`src/rtl/acc_store_buffer.sv`:
```
// acc_store_buffer: DEPTH-entry FIFO draining ACC stores to data memory.
// Optional load forwarding when ACC_STORE_FWD_EN is defined.
module acc_store_buffer #(
  parameter int DATA_W = 11,
  parameter int ADDR_W = 11,
  parameter int DEPTH  = 4,
  localparam int PW    = $clog2(DEPTH),
  localparam int CW    = PW + 1
) (
  input  logic              clock_i,
  input  logic              reset_n_i,
  input  logic [DATA_W-1:0] Acc_i,
  input  logic [ADDR_W-1:0] Addr_i,
  input  logic              WrRam_i,
  output logic              Full_o,
  output logic              Empty_o,
  output logic [CW-1:0]     Count_o,
  output logic              Overflow_o,
  output logic              MemWr_o,
  output logic [ADDR_W-1:0] MemAddr_o,
  output logic [DATA_W-1:0] MemData_o,
  input  logic              MemReady_i,
  input  logic [ADDR_W-1:0] RdAddr_i,
  output logic              FwdHit_o,
  output logic [DATA_W-1:0] FwdData_o
);

  logic [ADDR_W-1:0] addr_q [DEPTH];
  logic [DATA_W-1:0] data_q [DEPTH];
  logic [DEPTH-1:0]  valid_q;
  logic [PW-1:0]     wr_ptr;
  logic [PW-1:0]     rd_ptr;
  logic [CW-1:0]     count;
  logic              overflow;
  logic              push;
  logic              pop;
  logic              full;
  logic              empty;

  assign full  = (count == CW'(DEPTH));
  assign empty = (count == '0);
  assign push  = WrRam_i && !full;
  assign pop   = !empty && MemReady_i;

  assign Full_o     = full;
  assign Empty_o    = empty;
  assign Count_o    = count;
  assign Overflow_o = overflow;
  assign MemWr_o    = !empty;
  assign MemAddr_o  = empty ? '0 : addr_q[rd_ptr];
  assign MemData_o  = empty ? '0 : data_q[rd_ptr];

  // Entry storage, pointers, occupancy and sticky overflow.
  always_ff @(posedge clock_i or negedge reset_n_i) begin
    if (!reset_n_i) begin
      for (int i = 0; i < DEPTH; i++) begin
        addr_q[i] <= '0;
        data_q[i] <= '0;
      end
      valid_q  <= '0;
      wr_ptr   <= '0;
      rd_ptr   <= '0;
      count    <= '0;
      overflow <= 1'b0;
    end else begin
      if (push) begin
        addr_q[wr_ptr]  <= Addr_i;
        data_q[wr_ptr]  <= Acc_i;
        valid_q[wr_ptr] <= 1'b1;
        wr_ptr          <= wr_ptr + PW'(1);
      end
      if (pop) begin
        valid_q[rd_ptr] <= 1'b0;
        rd_ptr          <= rd_ptr + PW'(1);
      end
      unique case ({push, pop})
        2'b10:   count <= count + CW'(1);
        2'b01:   count <= count - CW'(1);
        default: count <= count;
      endcase
      if (WrRam_i && full)
        overflow <= 1'b1;
    end
  end

`ifdef ACC_STORE_FWD_EN
  logic [PW-1:0]     idx;
  logic              fwd_hit;
  logic [DATA_W-1:0] fwd_data;

  // Scan oldest to newest so the youngest matching entry wins.
  always_comb begin
    idx      = '0;
    fwd_hit  = 1'b0;
    fwd_data = '0;
    for (int i = 0; i < DEPTH; i++) begin
      idx = rd_ptr + PW'(i);
      if (valid_q[idx] && (addr_q[idx] == RdAddr_i)) begin
        fwd_hit  = 1'b1;
        fwd_data = data_q[idx];
      end
    end
  end

  assign FwdHit_o  = fwd_hit;
  assign FwdData_o = fwd_data;
`else
  logic unused_fwd;

  assign unused_fwd = ^{RdAddr_i, valid_q};
  assign FwdHit_o   = 1'b0;
  assign FwdData_o  = '0;
`endif

endmodule

```
`config.mk`:
```
export PLATFORM = sky130hd
export DESIGN_NAME = acc_store_buffer
export DESIGN_NICKNAME = d
export VERILOG_FILES = /design/src/rtl/acc_store_buffer.sv
export SDC_FILE = /design/constraint.sdc
export NUM_CORES = 1
export LEC_CHECK = 0
export ABC_AREA = 0
export BUFFER_PORTS_ARGS = -buffer_cell sky130_fd_sc_hd__buf_4
export CAP_MARGIN = 30
export CORE_MARGIN = 3
export CORE_UTILIZATION = 50
export CTS_CLUSTER_DIAMETER = 120
export CTS_CLUSTER_SIZE = 24
export DETAILED_ROUTE_END_ITERATION = 8
export HOLD_SLACK_MARGIN = 0.05
export PLACE_DENSITY = 0.75
export REMOVE_ABC_BUFFERS = 1
export SYNTH_ARGS = -nofsm -noshare
export SYNTH_HDL_FRONTEND = slang
export SYNTH_SLANG_ARGS = --single-unit
```
`constraint.sdc`:
```
create_clock -name clock_i -period 1.9 [get_ports clock_i]
set_clock_uncertainty 0.2 [all_clocks]
set_input_delay 0.095 -clock clock_i [delete_from_list [all_inputs] [get_ports clock_i]]
set_output_delay 0.095 -clock clock_i [all_outputs]
set_load 0.01 [all_outputs]
```
# ---- Word-level counts from Yosys, hierarchy flattened
# Index checks and enable logic that the tools add are counted.
dict set report word_totals {
  ff_bits 96
  latch_bits 0
  mem_bits_rw 0
  mem_bits_ro 0
  in_bits 37
  out_inout_bits 41
  mem_count 0
}
dict set report classes {
  add_sub_neg 4
  multipliers 0
  n_div 0
  magnitude_cmp 3
  eq_ne 3
  shift 0
  n_mux 13
  bitwise 2
  reduce_logical 8
}
# operator count
set op_table {}
lappend op_table {{$bwmux W44} 2}
lappend op_table {{$mux W11} 7}
lappend op_table {{$bmux W11 S2} 2}
lappend op_table {{$demux W11 S2} 1}
lappend op_table {{$ge A3 B3 Y1 const B} 2}
lappend op_table {{$not A2 Y3} 2}
lappend op_table {{$pmux W3 S2} 1}
lappend op_table {{$add A2 B1 Y2 const B} 2}
lappend op_table {{$logic_and A1 B1 Y1} 4}
lappend op_table {{$add A3 B1 Y3 const B} 1}
lappend op_table {{$eq A3 B3 Y1 const B} 1}
lappend op_table {{$logic_not A3 Y1} 1}
lappend op_table {{$lt A3 B1 Y1 const B} 1}
lappend op_table {{$sub A3 B1 Y3 const B} 1}
lappend op_table {{$eq A2 B1 Y1 const B} 1}
lappend op_table {{$eq A2 B2 Y1 const B} 1}
lappend op_table {{$logic_not A1 Y1} 2}
lappend op_table {{$reduce_bool A2 Y1} 1}

# ---- Longest topological paths before layout
# Gate-level depths: netlist of run 1.
dict set report logic_depth {
  depth_word 6
  depth_mapped 9
  mapped_depth_nobuf 8
}

# ---- Least setup slack after synthesis of run 1
# OpenSTA, ideal clock, no wires.
dict set report synth_path {
  path_type {reg2reg}
  start {reg count[0] (netlist: Count_o[0])}
  end {reg count[2] (netlist: Count_o[2])}
  setup_ns 0.079
  t_arrival_ns 2.041
  required_ns 1.621
  slack_ns -0.421
  stages_incl_launch_ff 9
  cell_sequence {dfrtp_1 -> nor3b_2 -> nand2b_1 -> ha_1 -> inv_1 -> fa_1 -> xor2_1 -> nor2_1 -> xor2_1}
}
dict set report synth_via {
  elab_chain_cells 5
}
# element line
set synth_rtl {}
lappend synth_rtl {{start, declared} 33} ;# logic [CW-1:0] count;
lappend synth_rtl {{start signal, assigned} 77} ;# 2'b10: count <= count + CW'(1);
lappend synth_rtl {{start signal, assigned} 78} ;# 2'b01: count <= count - CW'(1);
lappend synth_rtl {{start signal, assigned} 79} ;# default: count <= count;
lappend synth_rtl {{$eq A3 B3 Y1 (*)} 40} ;# assign full = (count == CW'(DEPTH));
lappend synth_rtl {{net Full_o} 15} ;# output logic Full_o,
lappend synth_rtl {{$logic_not A1 Y1 (*)} 42} ;# assign push = WrRam_i && !full;
lappend synth_rtl {{$logic_and A1 B1 Y1 (*)} 42}
lappend synth_rtl {{$eq A2 B1 Y1 or $eq A2 B2 Y1 (tied branches)} 76} ;# unique case ({push, pop})
lappend synth_rtl {{$pmux W3 S2 or $reduce_bool A2 Y1 (tied branches)} --}
# The timed path passes the listed nets; every way through them passes the cells marked *.
# A chain may end at the register's enable or synchronous reset.

# ---- Worst setup path in the final report of run 1
dict set report layout_path {
  start {reg count[0] (netlist: Count_o[0])}
  end {reg count[1] (netlist: Count_o[1])}
}
dict set report layout_via {
  elab_chain_cells 5
}
# element line
set layout_rtl {}
lappend layout_rtl {{$logic_not A3 Y1 (*)} 41} ;# assign empty = (count == '0);
lappend layout_rtl {{$logic_not A1 Y1 (*)} 43} ;# assign pop = !empty && MemReady_i;
lappend layout_rtl {{$logic_and A1 B1 Y1 (*)} 43}
lappend layout_rtl {{net pop} 36} ;# logic pop;
lappend layout_rtl {{$eq A2 B1 Y1 or $eq A2 B2 Y1 (tied branches)} 76}
lappend layout_rtl {{$pmux W3 S2 or $reduce_bool A2 Y1 (tied branches)} --}
# Marked as above.

==> results of run 1 <==
==> sequential cells by signal, summed over array words and instances, names as in the netlist <==
signal	cells
data_q	44
Count_o	3
rd_ptr	2
Overflow_o	1
wr_ptr	2
addr_q	44
==> area by class of cell <==
type	count	area, µm²	area share, %
Clock inverter	5	81.3	1.40
Clock buffer	10	138	2.37
Sequential cell	96	2400	41.5
Multi-Input combinational cell	173	1990	34.4
Inverter	6	22.5	0.388
Tap cell	105	131	2.27
Timing Repair Buffer	108	1030	17.7
==> metrics by stage <==
stage / setup WS, ns / hold slack [ns] / setup TNS (ns) / cells / total power, mW
after floorplan: -0.462 / -0.401 / -45.96 / 275 / 6.69
after global placement: -0.148 / -0.121 / -0.252 / 457 / 8.47
after detailed placement: -0.206 / -0.110 / -0.391 / 457 / 8.66
after CTS: -0.190 / 0.0747 / -5.64 / 502 / 10.8
after global routing: -0.239 / 0.0779 / -5.01 / 503 / 11.6
final: -0.175 / 0.0873 / -3.16 / 503 / 10.8
==> cell usage after synthesis (all sizes together) <==
master | n | area, µm²
a21o | 1 | 7.51
and2 | 23 | 144
buf | 25 | 176
clkbuf | 3 | 11.3
conb | 1 | 3.75
dfrtp | 96 | 2400
fa | 1 | 20.0
ha | 5 | 62.6
inv | 6 | 22.5
mux2 | 89 | 1000
mux2i | 1 | 10.0
mux4 | 22 | 495
nand2 | 4 | 15.0
nand2b | 1 | 6.26
nand3 | 1 | 5.00
nor2 | 5 | 18.8
nor3b | 1 | 12.5
or3 | 1 | 6.26
xnor2 | 3 | 26.3
xor2 | 3 | 26.3
==> power breakdown <==
part / switching, mW / total [mW] / internal, mW
Combinational: 2.08 / 5.75 / 3.67
Sequential: 0.530 / 3.63 / 3.10
Clock: 0.674 / 1.44 / 0.770
==> logic make-up (layout without fill, tap and decap cells) <==
kind of cell	after synthesis	after routing	synth area share, %
AOI/OAI and AO/OA	1	1	0.168
xor gates and xnor gates	6	6	1.17
adders and majority gates	6	6	1.85
buffers and inverters	34	129	4.70
DFF	96	96	53.7
muxes	112	112	33.7
other	1	12	0.0838
and+or+nand+nor	36	36	4.64
==> routing by layer <==
| layer | up-vias | GRT usage, % | part of all wire (%) | wire, µm |
|---|---|---|---|---|
| li1 | 1208 | - | - | - |
| met1 | 1411 | 24.7 | 42 | 3830 |
| met2 | 56 | 33.9 | 53 | 4770 |
| met3 | 15 | 4.29 | 3.3 | 295 |
| met4 | 0 | 6.74 | 1.9 | 169 |
| met5 | - | 0 | 0 | 0 |
==> critical path: cells and delay by family, from the launching register on <==
kind	cells	cell delay, ns
DFF	1	0.41
buffers and inverters	1	0.05
adders and majority gates	2	0.59
and+or+nand+nor	2	0.55
muxes	1	0.19
==> final timing paths <==
check | endpoint | slack (ns)
min in group clock_i | Overflow_o | 0.26
worst max-delay path | Count_o[1] | -0.18
max in group asynchronous | Overflow_o | 0.36
worst max register to register | Count_o[1] | -0.18
worst min-delay path | addr_q[13] | 0.09
worst min register to register | Overflow_o | 0.26
==> repair_timing <==
action | in CTS | in global routing
endpoints found under the setup margin | 25 | 110
pin swaps | 3 | 2
gates cloned | 0 | 1
setup buffers | 3 | 1
endpoints found under the hold margin | 191 | 0
hold buffers | 27 | 0
gates resized for setup | 39 | 9
==> flow_metrics.tcl, run 1 <==
set metrics [dict create \
    worstSetupPathType "flip-flop to flip-flop" \
    drt-pass1-iter-count 4 \
    cts_max_path_buffers 2 \
    gp_congestion 0.784 \
    ys_types 22 \
    period_minus_slack_ns 2.08 \
    rsz0062_at_grt "yes" \
    max_freq_mhz 482 \
    vdd_ir_drop_max_mv 0.855 \
    port_buffers 54 \
    nets 437 \
    hpwlAfterDp_um 5830 \
    yosysSeqAreaShare_pct 53.7 \
    finalSetupViolCount 24 \
    slew_viol_final 0 \
    diodes 0 \
    p_leak_nw 2.55 \
    ys_ff_latch 96 \
    worstPathRequired_ns 1.96 \
    p_per_area_nw_per_um2 1870 \
    die_h_um 101 \
    critPathMaxFanout 3 \
    coreArea_um2 8460 \
    violations "setup timing" \
    dieArea_um2 10100 \
    layout_common_cells "dfrtp_1, mux2_2, buf_4" \
    drv_cap 0 \
    drt-total-wl_um 9070 \
    r2r-start "Count_o[0]" \
    grt_use_total_pct 19.7 \
    crit_path_top_delay_cell "fa_2" \
    vias 2690 \
    ff2ff_path_depth 6 \
    place_area_um2 5070 \
    numCtsBuffers 9 \
    cts_max_level 3 \
    hold_viol 0 \
    synthCells 292 \
    syn_area_per_cell_um2 15.3 \
    crit_path_start "Count_o[0]" \
    rows 33 \
    routed_via_density 5.35 \
    root_buffer "clkbuf_8" \
    min_period_over_period_pct 109 \
    antenna_found_initial 0 \
    grt_overflow 0 \
    final_common_cell "dfrtp_1" \
    cts.sinks 96 \
    grt_first_pass_wirelength_um 15200 \
    fin_util_pct 68.5 \
    drt-wirelength-per-cell_um 18.0 \
    relSlewSlack_pct 56.1 \
    clock_latency_ns 0.35 \
    layout-drive-gt1-share_pct 59.0 \
    area_growth_pct 29.6 \
    worstPathArrival_ns 2.13 \
    io_pins 78 \
    start_util_pct 52.9 \
    die_w_um 101 \
    fill_cells 573 \
    grt_pass1_vias 2984 \
    worst_path_largest_cell_delay_ns 0.43 \
    synth_warnings 0 \
    drt-initial-drc-count 62 \
    cts_tree "yes" \
    fin_area_um2 5800 \
    outcome "finished, violations left" \
    worst_pin_slew_ns 0.656 \
    hold_path_class "primary input to asynchronous set/reset pin" \
    ant_nets 0 \
    cp_cell_sequence "or3_4, and2_4, ha_4, inv_2, fa_2, mux2i_2" \
    end_kind "flip-flop" \
    fin_ws_ns -0.175 \
    netlist_area_um2 4470 \
    clkTransAtPathRegs_ns 0.09 \
    critPathLaunchType "flip-flop" \
    drc 0 \
    grt_max_degree 40 \
]
Power figures use the tool's default switching activity.
==> inputs of run 2 (changes only) <==
- BUFFER_PORTS_ARGS: -buffer_cell sky130_fd_sc_hd__buf_4 -> unset
- DONT_BUFFER_PORTS: unset -> 1
- PLACE_DENSITY: 0.75 -> 0.68
==> flow_metrics.tcl, run 2 (synthesis results as in run 1) <==
set metrics [dict create \
    ant_nets 0 \
    layout_common_cells "dfrtp_1, mux2_2, dlygate4sd3_1" \
    min_period_over_period_pct 106 \
    root_buffer "clkbuf_8" \
    fin_util_pct 63.1 \
    cts_tree "yes" \
    place_area_um2 4660 \
    nets 384 \
    drv_cap 0 \
    grt_pass1_vias 2603 \
    hold_slack_ns -0.778 \
    antenna_found_initial 0 \
    die_w_um 101 \
    vias 2503 \
    numCtsBuffers 9 \
    fin_tns_setup_ns -0.999 \
    grt_max_degree 97 \
    drt-total-wl_um 8720 \
    port_buffers 0 \
    fin_area_um2 5340 \
    diodes 0 \
    hold_path_class "primary input to asynchronous set/reset pin" \
    violations "hold timing, setup timing" \
    slew_viol_final 0 \
    outcome "finished, violations left" \
    drt-pass1-iter-count 4 \
    fin_ws_ns -0.118 \
    layout-drive-gt1-share_pct 55.2 \
    drt-wirelength-per-cell_um 19.3 \
    worstPathArrival_ns 2.06 \
    p_leak_nw 2.28 \
    period_minus_slack_ns 2.02 \
    gp_congestion 0.749 \
    vdd_ir_drop_max_mv 0.779 \
    dp_slack_ns -0.168 \
    critPathMaxFanout 4 \
    io_pins 78 \
    end_kind "flip-flop" \
    cts_max_path_buffers 2 \
    clkTransAtPathRegs_ns 0.09 \
    drt-initial-drc-count 46 \
    worstSetupPathType "flip-flop to flip-flop" \
    fill_cells 656 \
    drc 0 \
    rsz0062_at_grt "yes" \
    cts.sinks 96 \
    worstPathRequired_ns 1.94 \
    dieArea_um2 10100 \
    rows 33 \
    coreArea_um2 8460 \
    max_freq_mhz 495 \
    hpwlAfterDp_um 5270 \
    critPathLaunchType "flip-flop" \
    finalSetupViolCount 24 \
    final_common_cell "dfrtp_1" \
    start_util_pct 52.9 \
    routed_via_density 5.55 \
    hold_viol 96 \
    grt_first_pass_wirelength_um 13900 \
    cts_max_level 3 \
    p_per_area_nw_per_um2 1840 \
    power_mw 9.81 \
    area_growth_pct 19.4 \
    die_h_um 101 \
    clock_latency_ns 0.35 \
    grt_use_total_pct 17.8 \
    grt_overflow 0 \
]
run 2: cell type report:
cell class	count	area [µm²]	area share [%]
Sequential cell	96	2400	45.0
Multi-Input combinational cell	173	2020	37.8
Clock inverter	5	56.3	1.05
Timing Repair Buffer	55	567	10.6
Inverter	6	22.5	0.421
Tap cell	105	131	2.46
Clock buffer	11	141	2.65
run 2: power breakdown:
part	internal, mW	switching (mW)
Sequential	3.10	0.541
Combinational	2.99	1.83
Clock	0.643	0.690
Total	6.74	3.07
run 2: final timing paths:
| path | from | to | slack, ns | depth (start not counted) |
|---|---|---|---|---|
| min in group clock_i | WrRam_i | data_q[13] | 0.06 | 4 |
| worst max register to register | Count_o[0] | Count_o[2] | -0.12 | 8 |
| worst min register to register | addr_q[14] | addr_q[14] | 0.31 | 1 |
| max in group asynchronous | reset_n_i | rd_ptr[0] | 2.10 | 0 |
| worst min-delay path | reset_n_i | addr_q[31] | -0.78 | 0 |
| worst max-delay path | Count_o[0] | Count_o[2] | -0.12 | 8 |
run 2: worst max-delay path, cell delays in order (launching register included):
cell and delay (ns):
dfrtp_1 0.43, or3_4 0.39, and2_4 0.16, ha_4 0.16, inv_2 0.05, fa_2 0.18, xor2_1 0.14, nor2_1 0.06
xor2_1 0.13
run 2: timing repair:
item,CTS,global route
setup buffers,4,1
hold endpoints to repair,192,105
hold buffers,23,1
endpoints found under the setup margin,24,113
pin swaps,6,9
resized for setup,31,29
cloned,0,4
run 2: metrics by stage:
stage          hold WS (ns)  std cells
6_report             -0.778        451
5_1_grt              -0.807        451
4_1_cts              -0.795        445
3_5_place_dp         -0.398        402
3_3_place_gp         -0.399        402
2_1_floorplan        -0.401        275
run 2: layer usage:
metal	wire [µm]	share of wire [%]	global-route usage (%)
met5	0	0	0
met4	61	0.70	4.97
met3	412	4.7	4.64
met2	4450	51	29.4
met1	3800	44	23.4
==> inputs of run 3 (changes only) <==
--- a/config.mk
+++ b/config.mk
@@ -17,4 +17,5 @@
 export PLACE_DENSITY = 0.68
 export REMOVE_ABC_BUFFERS = 1
+export SKIP_CTS_REPAIR_TIMING = 1
 export SYNTH_ARGS = -nofsm -noshare
 export SYNTH_HDL_FRONTEND = slang
==> constraint.sdc (replaced) <==
create_clock -name clock_i -period 1.9 [get_ports clock_i]
set_clock_uncertainty 0.2 [all_clocks]
set_input_delay 0.38 -clock clock_i [delete_from_list [all_inputs] [get_ports clock_i]]
set_output_delay 0.38 -clock clock_i [all_outputs]
set_load 0.01 [all_outputs]
==> flow_metrics.tcl, run 3 (synthesis results as in run 1) <==
set metrics [dict create \
    io_pins 78 \
    dieArea_um2 10100 \
    place_area_um2 4660 \
    drt-wirelength-per-cell_um 19.0 \
    slew_viol_final 0 \
    rows 33 \
    diodes 0 \
    p_seq_share_pct 36.6 \
    fin_area_um2 5350 \
    p_sw_share_pct 30.6 \
    layout_common_cells "dfrtp_1, mux2_2, dlygate4sd3_1" \
    grt_overflow 0 \
    drv_cap 0 \
    hold_path_class "primary input to asynchronous set/reset pin" \
    area_growth_pct 19.5 \
    end_kind "output port" \
    start_util_pct 52.9 \
    clock_latency_ns 0.35 \
    grt_pass1_vias 2516 \
    cts.sinks 96 \
    drt-total-wl_um 8540 \
    critPathMaxFanout 7 \
    grt_use_total_pct 17.2 \
    drc 0 \
    min_period_over_period_pct 118 \
    die_h_um 101 \
    fill_cells 647 \
    place_inst 404 \
    drt-pass1-iter-count 4 \
    period_minus_slack_ns 2.24 \
    stdcell_count 450 \
    outcome "finished, violations left" \
    hpwlAfterDp_um 5460 \
    violations "hold timing, setup timing" \
    vias 2443 \
    hold_viol 96 \
    dp_slack_ns -0.225 \
    critPathLaunchType "flip-flop" \
    seq_area_um2 2400 \
    routed_via_density 5.43 \
    clkTransAtPathRegs_ns 0.10 \
    die_w_um 101 \
    worstPathRequired_ns 1.32 \
    antenna_found_initial 0 \
    nets 383 \
    port_buffers 0 \
    grt_first_pass_wirelength_um 13300 \
    max_freq_mhz 447 \
    cts_max_level 3 \
    cts_max_path_buffers 2 \
    layout-drive-gt1-share_pct 55.9 \
    worstPathArrival_ns 1.66 \
    power.net_switching_mw 3.07 \
    grt_max_degree 97 \
    cts_tree "yes" \
    root_buffer "clkbuf_8" \
    vdd_ir_drop_max_mv 0.926 \
    coreArea_um2 8460 \
    drt-initial-drc-count 53 \
    worstSetupPathType "flip-flop to output port" \
    p_per_area_nw_per_um2 1880 \
    finalSetupViolCount 26 \
    clkPwrFrac_pct 15.7 \
    p_int_mw 6.96 \
    p_comb_share_pct 47.7 \
    fin_ws_ns -0.336 \
    final_common_cell "dfrtp_1" \
    ant_nets 0 \
    hold_slack_ns -0.485 \
    numCtsBuffers 9 \
    gp_congestion 0.750 \
    multi_input_area_um2 2000 \
    p_leak_nw 2.30 \
    rsz0062_at_grt "yes" \
]
[run 3: worst max-delay path: stages (launching register included)]
cell	delay [ns]
dfrtp_2	0.46
buf_8	0.17
mux4_2	0.52
and2_4	0.16
[run 3: layer usage]
layer / routed length (µm) / up-vias / share of wire (%) / global-route usage [%]
met2: 4400 / 55 / 52 / 28.9
met4: 44 / 0 / 0.52 / 4.15
li1: - / 1102 / - / -
met3: 362 / 4 / 4.2 / 5.61
met5: 0 / - / 0 / 0
met1: 3730 / 1282 / 44 / 21.6
[run 3: final cells by class]
cell class	count	share of cell area (%)
multi-input cells	173	37.4
flip-flops and latches	96	45.0
clock inverters	7	2.20
clock buffers	9	2.32
inverters	6	0.468
well taps	105	2.46
repair buffers	54	10.2
[run 3: stage by stage]
stage | power [mW] | hold slack, ns | util [%] | setup TNS (ns)
after floorplan | 6.69 | -0.116 | - | -52.23
after global placement | 7.61 | -0.113 | 55.1 | -0.366
after detailed placement | 7.80 | -0.112 | 55.1 | -0.538
after CTS | 9.40 | -0.515 | 57.9 | -9.38
after global routing | 10.7 | -0.521 | 63.2 | -9.41
final | 10.0 | -0.485 | 63.2 | -7.49
[run 3: final timing paths]
check,endpoint,cells after the start,slack (ns),startpoint
hold / removal,addr_q[40],0,-0.49,reset_n_i
setup / recovery,MemData_o[4],3,-0.34,rd_ptr[0]
setup reg to reg,Count_o[2],8,-0.27,Count_o[0]
hold reg to reg,addr_q[16],1,0.31,addr_q[16]
max in group asynchronous,rd_ptr[0],0,1.79,reset_n_i
min in group clock_i,Count_o[0],3,0.13,WrRam_i
[run 3: power by group through the flow]
stage | Clock, mW | Combinational [mW] | Sequential (mW)
5_1_grt | 1.71 | 5.13 | 3.82
6_report | 1.57 | 4.78 | 3.67
2_1_floorplan | 0 | 3.01 | 3.68
3_3_place_gp | 0 | 3.98 | 3.63
4_1_cts | 1.63 | 4.10 | 3.67
3_5_place_dp | 0 | 4.10 | 3.71
